--- src/rtl/eth_mac_pkg.sv ---
// Shared constants and the TX framer state type for the Ethernet MAC blocks.
package eth_mac_pkg;

  localparam logic [7:0]  PREAMBLE_BYTE = 8'h55;
  localparam logic [7:0]  SFD_BYTE      = 8'hD5;
  localparam logic [31:0] CRC_POLY      = 32'hEDB88320;
  localparam logic [31:0] CRC_INIT      = 32'hFFFFFFFF;

  typedef enum logic [2:0] {
    S_IDLE, S_PREAMBLE, S_SFD, S_PAYLOAD, S_PAD, S_FCS, S_DRAIN, S_IFG
  } tx_state_t;

endpackage

--- src/rtl/crc32_byte.sv ---
// One-byte step of the reflected Ethernet CRC-32 (LSB first); purely combinational.
module crc32_byte
  import eth_mac_pkg::*;
(
  input  logic [31:0] crc_in,
  input  logic [7:0]  data,
  output logic [31:0] crc_out
);

  always_comb begin
    crc_out = crc_in ^ {24'h0, data};
    for (int i = 0; i < 8; i++)
      crc_out = crc_out[0] ? ((crc_out >> 1) ^ CRC_POLY) : (crc_out >> 1);
  end

endmodule

--- src/rtl/eth_mac_tx_framer.sv ---
// Byte-wide Ethernet TX framer: preamble/SFD, payload, optional pad, FCS, IFG.
// Define TX_MAC_PAD_EN to zero-pad short frames up to MIN_FRAME_BYTES.
module eth_mac_tx_framer
  import eth_mac_pkg::*;
#(
  parameter int IFG_BYTES       = 12,
  parameter int MIN_FRAME_BYTES = 60
) (
  input  logic       clk_125,
  input  logic       reset_n,
  input  logic [7:0] s_tx_axis_tdata,
  input  logic       s_tx_axis_tvalid,
  input  logic       s_tx_axis_tlast,
  output logic       s_tx_axis_trdy,
  output logic [7:0] gmii_txd,
  output logic       gmii_txen,
  output logic       gmii_txer
);

  localparam logic [15:0] IFG_LAST = 16'(IFG_BYTES - 1);

  tx_state_t   r_state, w_state_nxt;
  logic [15:0] r_cnt, w_cnt_nxt, w_cnt_inc;
  logic [31:0] r_crc, w_crc_nxt, w_crc_upd, w_fcs;
  logic [7:0]  r_txd, w_txd_nxt, w_crc_data;
  logic        r_txen, r_txer, w_txen_nxt, w_txer_nxt;
  logic        w_trdy, w_short;

  assign w_trdy    = (r_state == S_SFD) || (r_state == S_PAYLOAD) || (r_state == S_DRAIN);
  assign w_cnt_inc = (r_cnt == 16'hFFFF) ? r_cnt : r_cnt + 16'd1;
  assign w_fcs     = ~r_crc;

`ifdef TX_MAC_PAD_EN
  localparam logic [15:0] MIN_LEN = 16'(MIN_FRAME_BYTES);
  // w_cnt_inc is the length including the byte being accepted now
  assign w_short    = (w_cnt_inc < MIN_LEN);
  assign w_crc_data = (r_state == S_PAD) ? 8'h00 : s_tx_axis_tdata;
`else
  assign w_short    = 1'b0;
  assign w_crc_data = s_tx_axis_tdata;
`endif

  crc32_byte u_crc (.crc_in(r_crc), .data(w_crc_data), .crc_out(w_crc_upd));

  always_ff @(posedge clk_125 or negedge reset_n) begin
    if (!reset_n) begin
      r_state <= S_IDLE;
      r_cnt   <= '0;
      r_crc   <= CRC_INIT;
      r_txd   <= '0;
      r_txen  <= 1'b0;
      r_txer  <= 1'b0;
    end else begin
      r_state <= w_state_nxt;
      r_cnt   <= w_cnt_nxt;
      r_crc   <= w_crc_nxt;
      r_txd   <= w_txd_nxt;
      r_txen  <= w_txen_nxt;
      r_txer  <= w_txer_nxt;
    end
  end

  always_comb begin
    w_state_nxt = r_state;
    case (r_state)
      S_IDLE:     if (s_tx_axis_tvalid) w_state_nxt = S_PREAMBLE;
      S_PREAMBLE: if (r_cnt == 16'd7) w_state_nxt = S_SFD;
      S_SFD, S_PAYLOAD: begin
        if (!s_tx_axis_tvalid)    w_state_nxt = S_DRAIN;
        else if (s_tx_axis_tlast) w_state_nxt = w_short ? S_PAD : S_FCS;
        else                      w_state_nxt = S_PAYLOAD;
      end
`ifdef TX_MAC_PAD_EN
      S_PAD:      if (w_cnt_inc == MIN_LEN) w_state_nxt = S_FCS;
`endif
      S_FCS:      if (r_cnt == 16'd3) w_state_nxt = S_IFG;
      S_DRAIN:    if (s_tx_axis_tvalid && s_tx_axis_tlast) w_state_nxt = S_IFG;
      S_IFG:      if (r_cnt == IFG_LAST) w_state_nxt = S_IDLE;
      default:    w_state_nxt = S_IDLE;
    endcase
  end

  always_comb begin
    w_txd_nxt  = 8'h00;
    w_txen_nxt = 1'b0;
    w_txer_nxt = 1'b0;
    w_cnt_nxt  = r_cnt;
    w_crc_nxt  = r_crc;
    case (r_state)
      S_IDLE: if (s_tx_axis_tvalid) begin
        w_txd_nxt  = PREAMBLE_BYTE;
        w_txen_nxt = 1'b1;
        w_cnt_nxt  = 16'd1;
      end
      S_PREAMBLE: begin
        w_txen_nxt = 1'b1;
        if (r_cnt == 16'd7) begin
          w_txd_nxt = SFD_BYTE;
          w_cnt_nxt = '0;
          w_crc_nxt = CRC_INIT;
        end else begin
          w_txd_nxt = PREAMBLE_BYTE;
          w_cnt_nxt = r_cnt + 16'd1;
        end
      end
      S_SFD, S_PAYLOAD: begin
        w_txen_nxt = 1'b1;
        if (s_tx_axis_tvalid) begin
          w_txd_nxt = s_tx_axis_tdata;
          w_crc_nxt = w_crc_upd;
          w_cnt_nxt = (s_tx_axis_tlast && !w_short) ? 16'd0 : w_cnt_inc;
        end else begin
          // underrun: flag the frame as bad and abandon it
          w_txer_nxt = 1'b1;
          w_cnt_nxt  = '0;
        end
      end
`ifdef TX_MAC_PAD_EN
      S_PAD: begin
        w_txen_nxt = 1'b1;
        w_crc_nxt  = w_crc_upd;
        w_cnt_nxt  = (w_cnt_inc == MIN_LEN) ? 16'd0 : w_cnt_inc;
      end
`endif
      S_FCS: begin
        w_txen_nxt = 1'b1;
        w_txd_nxt  = w_fcs[{r_cnt[1:0], 3'b000} +: 8];
        w_cnt_nxt  = (r_cnt == 16'd3) ? 16'd0 : r_cnt + 16'd1;
      end
      S_IFG:   w_cnt_nxt = (r_cnt == IFG_LAST) ? 16'd0 : r_cnt + 16'd1;
      default: ;
    endcase
  end

  assign s_tx_axis_trdy = w_trdy;
  assign gmii_txd       = r_txd;
  assign gmii_txen      = r_txen;
  assign gmii_txer      = r_txer;

endmodule

--- config.mk ---
export PLATFORM = sky130hd
export DESIGN_NAME = eth_mac_tx_framer
export DESIGN_NICKNAME = d
export VERILOG_FILES = /design/src/rtl/eth_mac_pkg.sv /design/src/rtl/crc32_byte.sv /design/src/rtl/eth_mac_tx_framer.sv
export SDC_FILE = /design/constraint.sdc
export NUM_CORES = 1
export LEC_CHECK = 0
export ABC_AREA = 1
export CELL_PAD_IN_SITES_DETAIL_PLACEMENT = 1
export CELL_PAD_IN_SITES_GLOBAL_PLACEMENT = 1
export CORE_ASPECT_RATIO = 0.9
export CORE_UTILIZATION = 44
export DETAILED_ROUTE_END_ITERATION = 8
export GPL_TIMING_DRIVEN = 0
export PLACE_DENSITY = 0.88
export SLEW_MARGIN = 10
export SYNTH_ARGS = -nofsm -noshare
export SYNTH_HDL_FRONTEND = slang
export SYNTH_HIERARCHICAL = 1
export SYNTH_SLANG_ARGS = --single-unit
--- constraint.sdc ---
create_clock -name clk_125 -period 2.29 [get_ports clk_125]
set_clock_uncertainty 0.05 [all_clocks]
set_input_delay 0.458 -clock clk_125 [delete_from_list [all_inputs] [get_ports clk_125]]
set_output_delay 0.458 -clock clk_125 [all_outputs]
set_load 0.03 [all_outputs]
Word-level counts from Yosys, hierarchy flattened. Index checks and enable logic that the tools add are counted.

Input port bits: 12. Word-level logic and storage cells: 81. Register bits: 61. Output and inout bits: 11.

Multiplexer cells: 35. Equal/unequal tests: 17. Reductions and logical operators: 11. Bitwise gates (word level): 10. Shifts and indexed selects: 1. Add/subtract/negate cells: 1.

Operators by type and width (count): 32-bit two-way mux (10); 16-bit two-way mux (7); 13-bit NOT with 14-bit output (8); 16-bit case mux with 5 select lines (1); 32-bit case mux with 2 select lines (1); 32-bit NOT (1); 8-bit case mux with 4 select lines (1); 32-bit by 6-bit indexed part select with 8-bit output (1); 32-bit by 8-bit bitwise XOR with 32-bit output (1); 3-bit two-way mux (7); 3-bit case mux with 6 select lines (1); 16-bit by 1-bit adder with 16-bit output, second input constant (1); 16-bit == test, second input constant (1); 16-bit by 2-bit == test with 1-bit output, second input constant (1); 16-bit by 3-bit == test with 1-bit output, second input constant (1); 16-bit by 4-bit == test with 1-bit output, second input constant (1); 8-bit two-way mux (2); 2-bit inequality test, second input constant (5); 3-bit == test, second input constant (3); 7-bit two-way mux (1); 3-bit by 2-bit == test with 1-bit output, second input constant (2); 3-bit AND reduction (2); 5-bit AND reduction (1); 5-bit nonzero test (1); 11 further kinds (14).

Depth between registers and ports, before layout.
Depth in word-level cells: 19. Gate-level depth with buffers: 13. Gate-level depth less buffers: 13.

Modules after synthesis. Netlist, hierarchy kept.

By module, submodules not included: eth_mac_tx_framer (instances 1, area each 3513.4 um^2, cells each 472); crc32_byte (instances 1, area each 1301.2 um^2, cells each 237).

Worst setup path before layout. No wires, ideal clock.

Kind: register to register. From: reg r_crc[4]. To: reg r_crc[23]. Clock period less this slack: 1.632 ns. Arrival: 1.511 ns. Buffers on the path: 0. Stages on the path, launching flop included: 13. Data required time: 2.168 ns. Path slack: 0.658 ns. Cell sequence: dfstp_2 inv_1 nand2_1 nand2_4 nand2_1 nand3_2 nand2_1 nand2_1 nand3_1 nand2_1 inv_1 nor2_1 o21ai_1.

Cells in the longest elaborated chain, start to end: 13.

RTL lines: start, declared (line eth_mac_tx_framer.sv:24) `logic [31:0] r_crc, w_crc_nxt, w_crc_upd, w_fcs;`; start signal, assigned (line eth_mac_tx_framer.sv:56) `r_crc <= w_crc_nxt;`; 32-bit by 8-bit bitwise XOR with 32-bit output * (line crc32_byte.sv:11) `crc_out = crc_in ^ {24'h0, data};`; 32-bit two-way mux * (6 in series) (line crc32_byte.sv:13) `crc_out = crc_out[0] ? ((crc_out >> 1) ^ CRC_POLY) : (crc_out >> 1);`; 13-bit NOT with 14-bit output (no line); 32-bit two-way mux * (line crc32_byte.sv:13); 13-bit NOT with 14-bit output (no line); 32-bit two-way mux * (line crc32_byte.sv:13); named net w_crc_upd[23] (line eth_mac_tx_framer.sv:24); 32-bit two-way mux * (line eth_mac_tx_framer.sv:108) `if (s_tx_axis_tvalid) begin`; 32-bit case mux with 2 select lines * (line eth_mac_tx_framer.sv:89) `case (r_state)`.

Mark *: on every way through the listed nets, which the timed path passes. The rest lies on a longest branch. The select of a mux whose other input is x is not followed. A chain may end at the register's enable or synchronous reset.

Final worst setup path.
From: in s_tx_axis_tdata[0]. To: reg r_crc[19].

Cells in the longest elaborated chain, start to end: 16.

RTL lines: start, declared (line eth_mac_tx_framer.sv:11) `input logic [7:0] s_tx_axis_tdata,`; 32-bit by 8-bit bitwise XOR with 32-bit output * (line crc32_byte.sv:11); 32-bit two-way mux * (2 in series) (line crc32_byte.sv:13); 13-bit NOT with 14-bit output (no line); 32-bit two-way mux * (line crc32_byte.sv:13); 13-bit NOT with 14-bit output (no line); 32-bit two-way mux * (2 in series) (line crc32_byte.sv:13); 13-bit NOT with 14-bit output (no line); 32-bit two-way mux * (line crc32_byte.sv:13); 13-bit NOT with 14-bit output (no line); 32-bit two-way mux * (line crc32_byte.sv:13); 13-bit NOT with 14-bit output (no line); 32-bit two-way mux * (line crc32_byte.sv:13); named net w_crc_upd[19] (line eth_mac_tx_framer.sv:24); 32-bit two-way mux * (line eth_mac_tx_framer.sv:108); 32-bit case mux with 2 select lines * (line eth_mac_tx_framer.sv:89).

Marked as above.

==> flow_summary_export.csv <==
group,metric,value,unit
status,outcome,"finished with violations",
status,violations,"design-rule violations",
routing,vias_per_cell,5.64,
critical_path,setup.worst_path.end_class,"flop",
synth,synth_cells,709,
clock_network,numClockSinks,61,
clock_network,path_clk_slew,0.06,ns
clock_network,numCtsBuffers,9,
placement,dp.final_hpwl,11700,um
critical_path,worstPathCellList,"clkdlybuf4s50_1 -> inv_1 -> nand2_1 -> nand2_4 -> nand2_2 -> nand2_4 -> nand2_1 -> nand2_2 -> nand2_1 -> nand2_1 -> nand2_1 -> nand2_1 -> nor2_1 -> o21ai_1",
die,die_w,112,um
pwr,peakVddDrop,291,uV
grt,overflow,0,
placement,port_buffers,22,
critical_path,critical_path_class,"input port to flop",
finish,antenna_cells,0,
die,dieArea,11400,um^2
routing,routed_wl,16500,um
timing,min_period,2.16,ns
pwr,p_leak,2.72,nW
timing,setup_viol,0,
critical_path,path_max_fanout,8,
clock_network,h-tree-depth,3,
min_path,hp-class,"input port to asynchronous set/reset pin",
timing,timing.fmax,464,MHz
routing,antenna_left,0,
grt,grt_first_pass_wirelength,26300,um
timing,hold_viol,0,
timing,finalCritPeriodShare,94.2,%
finish,drive_above_1_share,15.1,%
critical_path,critPathRequiredTime,2.50,ns
routing,drc,5,
critical_path,crit_buf_inv,2,
die,rows,35,
routing,firstDrtPassIters,7,
synth,synth_nets,723,
synth,synthesis.area,4810,um^2
synth,syn_area_per_cell,6.79,um^2
timing,rsz0062_at_grt,"no",
die,initial_utilization,46.2,%
die,die_h,101,um
grt,grt_max_degree,62,
timing,worstMarginPinSlew,0.827,ns
placement,gp_congestion,0.854,
synth,seq_area_frac_synth,32.5,%
clock_network,clk_path_buf_depth,2,
clock_network,cts-root-buf,"clkbuf_16",
synth,yosysWarnings,6,
grt,grt_antenna_before_repair,0,
critical_path,worst_setup_path_start_kind,"input port",
finish,final_cell_area,5510,um^2
routing,drtIter0Drc,308,
die,pin_count,23,
critical_path,cp_slowest_stage_delay,0.49,ns
pwr,p_per_area,512,nW/um^2
critical_path,cpMostUsedCell,"nand2_1",
finish,syn2layout_area_growth,14.4,%
job,maxCapViolCount,0,
clock_network,cts_tree,"yes",
synth,yosysUniqueCellTypes,38,
finish,regArea,1570,um^2
finish,fillCellCount,1369,
grt,grt_pass1_vias,5099,
timing,slew_headroom,44.9,%
grt,grt_use_total,30.1,%
finish,final_nets,756,
critical_path,crit_arrival,2.37,ns
pwr,p_total,0.00282,W
critical_path,cp_slowest_cell,"clkdlybuf4s50_1",
clock_network,clock_latency,0.33,ns
routing,drt-wirelength-per-cell,18.8,um
critical_path,cp_top_family,"simple AND/OR/NAND/NOR gates",
synth,ys_ff_latch,61,
timing,drv_slew,0,
routing,vias,4944,
placement,placed_area,5190,um^2
die,core,10400,um^2
finish,multi_input_area,2860,um^2
per-layer routing:
layer,GRT usage (%),part of all wire [%],vias up
met5,0,0,-
met4,13.1,2.3,0
met3,4.67,4.8,33
met2,52.6,48,146
met1,37.3,45,2477
li1,-,-,2288
logic make-up after synthesis:
kind of cell / after synthesis / share of synthesized area [%]
simple gates: 433 / 39.9
buf+inv: 92 / 8.50
compound gates: 69 / 8.34
flops: 61 / 32.5
xor+xnor: 52 / 10.2
fa+ha+maj: 2 / 0.520
final timing paths:
kind                               startpoint     endpoint  slack, ns  depth (start not counted)
setup / recovery           s_tx_axis_tdata[0]    r_crc[19]       0.13                         14
hold / removal                        reset_n  gmii_txd[5]       0.17                          1
setup reg to reg                     r_crc[0]    r_crc[19]       0.26                         12
hold reg to reg                     r_crc[19]    r_crc[19]       0.44                          2
max in group asynchronous             reset_n    r_cnt[13]       1.47                          1
min in group clk_125                r_crc[19]    r_crc[19]       0.44                          2
where the power goes:
part / switching (W) / internal [W] / total [W] / leakage [nW]
Clock: 0.000519 / 0.000869 / 0.00139 / 0.143
Combinational: 0.000241 / 0.000109 / 0.000350 / 1.89
Sequential: 0 / 0.00108 / 0.00108 / 0.684
Total: 0.000760 / 0.00206 / 0.00282 / 2.72
cells in the final DEF, fill, tap and decap left out, drive strengths merged, types with 3 or more instances in the layout:
| cell | n |
|---|---|
| nor2 | 109 |
| nand3 | 48 |
| nand2 | 259 |
| o211ai | 3 |
| nand4 | 10 |
| dfstp | 32 |
| inv | 72 |
| clkdlybuf4s50 | 19 |
| dfrtp | 29 |
| xor2 | 43 |
| o21ai | 44 |
| clkbuf | 18 |
| xnor2 | 9 |
| o311ai | 5 |
| nor3 | 5 |
| buf | 15 |
| a21oi | 13 |
| o31ai | 3 |
layout make-up:
type,count,area share (%)
Timing Repair Buffer,22,3.98
Clock inverter,4,0.863
Buffer,20,2.52
Clock buffer,12,4.48
Tap cell,129,2.93
Inverter,72,4.91
Multi-Input combinational cell,556,51.9
Sequential cell,61,28.4
state kept, by name (all words and copies together), names as in the netlist:
name and count:
r_cnt 16, r_crc 32, gmii_txd 8, gmii_txer 1, r_state 3, gmii_txen 1
stage by stage:
stage          worst slack, ns  hold WS, ns  setup TNS [ns]  util, %  instances
2_1_floorplan            0.658        0.112               0        -        709
3_3_place_gp             -1.38        0.426          -61.79     49.9        860
3_5_place_dp            -0.238        0.431           -2.37     49.8        860
4_1_cts                 0.0570        0.203               0     52.6        876
5_1_grt               0.000144        0.233               0     52.8        876
6_report                 0.133        0.175               0     52.8        876
Yosys cell counts (all sizes together):
cell type	instances	area, um^2
inv	72	270
nand2	259	1080
o31ai	3	22.5
nor2	109	479
nand3b	1	7.51
o211ai	3	27.5
nand4	10	62.6
ha	2	25.0
buf	14	116
xnor2	9	86.3
clkbuf	6	22.5
nand3	48	263
nor4	1	6.26
o311ai	5	43.8
nor3	5	25.0
xor2	43	403
a21oi	13	68.8
o21bai	1	7.51
o21ai	44	231
dfrtp	29	726
dfstp	32	841
what timing repair did:
item / CTS / global route
resized for setup: 1 / 5
buffers inserted: 0 / 0
hold buffers: 0 / 0
endpoints found under the setup margin: 1 / 6
Power figures use the tool's default switching activity.
